--- src/rtl/serial_and_reducer.sv ---
// Bit-serial AND reducer: registers a&b per accepted pair, reports packet AND/OR/length.
// Optional ones counter enabled by defining SERIAL_AND_REDUCER_ONES_EN.
module serial_and_reducer #(
    parameter  int MAX_LEN = 16,
    localparam int LW      = $clog2(MAX_LEN + 1)
) (
    input  logic          clk,
    input  logic          rst,
    input  logic          in_valid,
    output logic          in_ready,
    input  logic          a,
    input  logic          b,
    input  logic          in_last,
    output logic          bit_valid,
    output logic          bit_o,
    output logic          res_valid,
    input  logic          res_ready,
    output logic          res_all,
    output logic          res_any,
    output logic [LW-1:0] res_len,
    output logic          res_ovf
`ifdef SERIAL_AND_REDUCER_ONES_EN
    ,
    output logic [LW-1:0] res_ones
`endif
);

    typedef enum logic {
        ACCUM,
        HOLD
    } state_t;

    localparam logic [LW-1:0] LEN_MAX = LW'(MAX_LEN);

    state_t        state_q;
    state_t        state_d;
    logic          accept;
    logic          ab;
    logic          acc_all;
    logic          acc_any;
    logic [LW-1:0] acc_len;
    logic          acc_ovf;
    logic          len_full;
    logic          fin_all;
    logic          fin_any;
    logic [LW-1:0] fin_len;
    logic          fin_ovf;

    always_ff @(posedge clk) begin
        if (rst) begin
            state_q <= ACCUM;
        end else begin
            state_q <= state_d;
        end
    end

    always_comb begin
        state_d  = state_q;
        in_ready = 1'b0;
        accept   = 1'b0;
        unique case (state_q)
            ACCUM: begin
                in_ready = 1'b1;
                accept   = in_valid;
                if (in_valid && in_last) begin
                    state_d = HOLD;
                end
            end
            HOLD: begin
                if (res_ready) begin
                    state_d = ACCUM;
                end
            end
            default: state_d = ACCUM;
        endcase
    end

    assign res_valid = (state_q == HOLD);

    // Final values fold in the closing pair so the last bit is never lost.
    assign ab       = a & b;
    assign len_full = (acc_len == LEN_MAX);
    assign fin_all  = acc_all & ab;
    assign fin_any  = acc_any | ab;
    assign fin_len  = len_full ? acc_len : acc_len + 1'b1;
    assign fin_ovf  = acc_ovf | len_full;

    always_ff @(posedge clk) begin
        if (rst) begin
            bit_valid <= 1'b0;
            bit_o     <= 1'b0;
            acc_all   <= 1'b1;
            acc_any   <= 1'b0;
            acc_len   <= '0;
            acc_ovf   <= 1'b0;
            res_all   <= 1'b0;
            res_any   <= 1'b0;
            res_len   <= '0;
            res_ovf   <= 1'b0;
        end else begin
            bit_valid <= accept;
            if (accept) begin
                bit_o <= ab;
                if (in_last) begin
                    res_all <= fin_all;
                    res_any <= fin_any;
                    res_len <= fin_len;
                    res_ovf <= fin_ovf;
                    acc_all <= 1'b1;
                    acc_any <= 1'b0;
                    acc_len <= '0;
                    acc_ovf <= 1'b0;
                end else begin
                    acc_all <= fin_all;
                    acc_any <= fin_any;
                    acc_len <= fin_len;
                    acc_ovf <= fin_ovf;
                end
            end
        end
    end

`ifdef SERIAL_AND_REDUCER_ONES_EN
    logic [LW-1:0] acc_ones;
    logic [LW-1:0] fin_ones;

    assign fin_ones = (ab && acc_ones != LEN_MAX) ? acc_ones + 1'b1 : acc_ones;

    always_ff @(posedge clk) begin
        if (rst) begin
            acc_ones <= '0;
            res_ones <= '0;
        end else if (accept) begin
            if (in_last) begin
                res_ones <= fin_ones;
                acc_ones <= '0;
            end else begin
                acc_ones <= fin_ones;
            end
        end
    end
`endif

endmodule

--- config.mk ---
export PLATFORM = sky130hd
export DESIGN_NAME = serial_and_reducer
export DESIGN_NICKNAME = d
export VERILOG_FILES = /design/src/rtl/serial_and_reducer.sv
export SDC_FILE = /design/constraint.sdc
export NUM_CORES = 1
export LEC_CHECK = 0
export CAP_MARGIN = 10
export CORE_ASPECT_RATIO = 1.25
export CORE_UTILIZATION = 51
export CTS_CLUSTER_SIZE = 8
export DETAILED_ROUTE_END_ITERATION = 12
export MAX_ROUTING_LAYER = met4
export PLACE_DENSITY = 0.9
export SLEW_MARGIN = 40
export SYNTH_ARGS = -nofsm -noshare
export SYNTH_HDL_FRONTEND = slang
export SYNTH_SLANG_ARGS = --single-unit
export TNS_END_PERCENT = 100
--- constraint.sdc ---
create_clock -name clk -period 3.6 [get_ports clk]
set_input_delay 0.9 -clock clk [delete_from_list [all_inputs] [get_ports clk]]
set_output_delay 0.9 -clock clk [all_outputs]
set_load 0.02 [all_outputs]
After elaboration in Yosys (flattened, before gate mapping) --
Index checks and enable logic that the tools add are counted.
Storage, ports and cells: word-level logic and storage cells 30, bits in writable memories 0, memories 0, bits in latches 0, input bits 7, register bits 19, bits in read-only memories 0
Operators by class: reductions and logical operators 2, magnitude comparators 0, shifts and indexed selects 0, div/mod/pow operators 0, bitwise logic cells 5, add/sub/neg operators 1, muxes and demuxes 10, multipliers 0, equality and inequality tests 1
Operator list (number):
- $mux W5 | 2
- $mux W1 | 7
- $add A5 B1 Y5 const B | 1
- $eq A5 B5 Y1 const B | 1
- $and A1 B1 Y1 | 2
- $or A1 B1 Y1 | 2
- $pmux W1 S2 | 1
- $reduce_and A2 Y1 | 1
- $logic_and A1 B1 Y1 | 1
- $not A1 Y1 | 1

Logic depth before layout (Yosys ltp) --
depth after elaboration 3, depth in mapped cells 5, mapped depth without buffers 5

Worst setup path before layout --
No wires, ideal clock.
kind in2reg, from input port in_last, to register acc_all, slack 2.012 ns, library setup time 0.120 ns, buffers on the path 1, arrival 1.468 ns, stages on the path 3, cells stage by stage and3b_1 -> buf_6 -> a211o_1
On the way: cells in the longest elaborated chain, start to end 1
RTL lines:
- start, declared | RTL line 13 | input logic in_last,
- $mux W1 | RTL line 104 | if (in_last) begin
- end signal, assigned | RTL line 114 | acc_all <= fin_all;
- end, declared | RTL line 39 | logic acc_all;
Every way passes these cells. A chain may end at the register's enable or synchronous reset.

Final worst setup path --
from register state_q (netlist: res_valid), to output port res_valid
RTL lines:
- start, declared | RTL line 35 | state_t state_q;
- start signal, assigned | RTL line 53 | state_q <= state_d;
- end, declared | RTL line 16 | output logic res_valid,
No word-level cell between the ends.

==> flow_metrics.tcl <==
set metrics [dict create \
    final_nets 119 \
    critPathKind "reg -> out" \
    timing.final.crit_share_pct 63.4 \
    worst_setup_path_end_kind "output pin" \
    cp_top_family "buffers and inverters" \
    synth.most_common_cell "dfxtp_1" \
    num_antenna_cells 0 \
    drc 0 \
    crit_buf_inv 1 \
    synth_edf_count 0 \
    ys.flop_type "dfxtp_1" \
    worstMarginPinSlew_ns 0.731 \
    dieArea_mm2 0.00180 \
    synth-seq-cells 19 \
    finalMaxSlewViolations 0 \
    cts_tree "yes" \
    timing.fmax_mhz 438 \
    fillCellCount 111 \
    grt_usage_pct 22.6 \
    syn_to_final_growth_pct 25.0 \
    fin_ws_ns 1.32 \
    hold_violations 0 \
    post_synth_main_area_contributors "dfxtp_1 46%, a21oi_1 5.4%, nand3b_1 4.5%" \
    finalSetupTns_ns 0 \
    power_density_mw_per_mm2 381 \
    syn_area_um2 835 \
    status "finished clean" \
    synth_compound_area_share_pct 13.9 \
    final_core_util_pct 72.2 \
    clk_pin_slew_ns 0.11 \
    synth_top_cell_area_share_pct 45.6 \
    path_max_fanout 8 \
    critical_path_required_ns 2.70 \
    leakage_nw 0.375 \
    period_needed_ns 2.28 \
    place_congestion 0.805 \
    drtIter0Drc 12 \
    routed_wl_um 1760 \
    start_util_pct 57.7 \
    grt-ovfl-total 0 \
    relSlewSlack_pct 51.1 \
    min_path_type "reg -> reg" \
    cap_violations 0 \
    irDropWorstVdd_mv 0.235 \
    whs_ns 0.466 \
    cts_root_buf "clkbuf_4" \
    antenna_left 0 \
    start_kind "flop" \
    post-cts-setup-buffers 0 \
    grt_max_degree 22 \
    cts_buffer_depth 2 \
    synth-xor-area-share_pct 3.15 \
    synthTopCellsByCount "19 x dfxtp_1, 9 x a21oi_1, 8 x nand2_1, 8 x nor2_1, 6 x nor3_1" \
    numCtsBuffers 3 \
    async_flop_share_pct 0 \
    synth_warnings 0 \
    core_area_mm2 0.00145 \
    antenna_found_initial 0 \
    syn-num-nets 99 \
    synth_fa_ha_area_share_pct 3.00 \
    synth_top_family_by_area "simple AND/OR/NAND/NOR gates" \
    synth_top_cell_by_area "dfxtp_1" \
    die-width_um 38.2 \
    yosys.area_share.simple_pct 30.7 \
    p_total_w 0.000398 \
    rsz0062_at_grt "no" \
    numClockSinks 19 \
    insertion_delay_ns 0.30 \
    ctsHoldBuffers 0 \
    yosysUniqueCellTypes 29 \
    cp_data_arrival_time_ns 1.38 \
    crit_slowest_cell "clkdlybuf4s50_1" \
    cpPeakStageDelay_ns 0.64 \
    seq_area_frac_synth_pct 45.6 \
    cts_resized 0 \
    cp_cell_sequence "clkdlybuf4s50_1" \
    cts-htree-levels 1 \
    finalSetupViolations 0 \
    synth.avg_cell_area_um2 9.27 \
    first_pass_iters 4 \
    skew_ns 0.00637 \
    num_io_pins 19 \
    top_regs "acc_len: 5 flops, res_len: 5 flops" \
    wl_per_cell_um 13.9 \
    grt_first_pass_wirelength_um 2770 \
    grt_pass1_vias 652 \
    syn-instance-count 90 \
    portBuffers 18 \
    vias 733 \
    avgViaCountPerCell 5.82 \
    synth.mux.area_fraction_pct 0 \
    die_h_um 47.2 \
    rows 15 \
    dp_hpwl_um 1230 \
    drive_above_1_share_pct 6.42 \
    place_ws_ns 1.21 \
]
layout by cell type (no fill, tap or decap):
cell type	instances
a211o_1	1
a211oi_1	2
a21oi_1	9
a31oi_1	1
and2b_1	1
and3b_1	1
and4bb_2	1
clkbuf_1	1
clkbuf_4	3
clkdlybuf4s50_1	18
dfxtp_1	19
ha_1	2
inv_1	3
nand2_1	8
nand2b_2	1
nand3_1	4
nand3b_1	5
nand4_1	1
nand4b_1	1
nand4bb_4	1
nor2_1	8
nor3_1	6
nor3b_1	2
o211a_1	1
o21ai_0	1
o21ai_1	2
o41ai_2	1
or2b_1	1
or3_1	1
xor2_1	3
path summary, 6_finish.rpt:
kind	startpoint	to	depth (start not counted)	slack, ns
worst max-delay path	res_valid$_SDFF_PP0_	res_valid	1	1.32
worst max register to register	acc_len[0]$_SDFFE_PP0P_	res_ovf$_SDFFE_PP0P_	5	2.21
worst min register to register	res_all$_SDFFE_PP0P_	res_all$_SDFFE_PP0P_	2	0.47
worst min-delay path	res_all$_SDFFE_PP0P_	res_all$_SDFFE_PP0P_	2	0.47
per-stage QoR:
stage               cells  cell area (um^2)
CTS                   126              1040
global route          126              1040
floorplan              90               835
global placement      122              1020
finish                126              1040
detailed placement    122              1020
where the power goes:
group | internal, W | switching (W)
clock | 0.0000432 | 0.0000683
sequential | 0.000219 | 0.00000582
combinational | 0.0000287 | 0.0000331
kinds of logic (layout without fill, tap and decap cells):
logic type	count (synthesis)	after routing
simple gates	42	42
flops	19	19
compound gates	18	18
buf+inv	6	25
xor+xnor	3	3
fa+ha+maj	2	2
layer usage:
metal / share of wire [%] / GRT usage (%) / routed length [um] / up-vias
li1: - / - / - / 359
met2: 52 / 40.3 / 906 / 19
met5: 0 / - / 0 / -
met3: 3.7 / 2.84 / 65 / 5
met4: 1.7 / 8.57 / 29 / 0
met1: 43 / 25.3 / 756 / 350
layout make-up:
class                           instances  area (um^2)  share of cell area [%]
Multi-Input combinational cell         65          424                    40.6
Sequential cell                        19          380                    36.5
Timing Repair Buffer                   18          180                    17.3
Clock buffer                            4         26.3                    2.52
Tap cell                               17         21.3                    2.04
Inverter                                3         11.3                    1.08
worst register-to-register path: cells and delay by family (launching register included):
kind	cells	cell delay, ns
adders and majority gates	1	0.25
buffers and inverters	1	0.10
DFF	1	0.43
and+or+nand+nor	3	0.48
(Power assumes the default switching activity.)
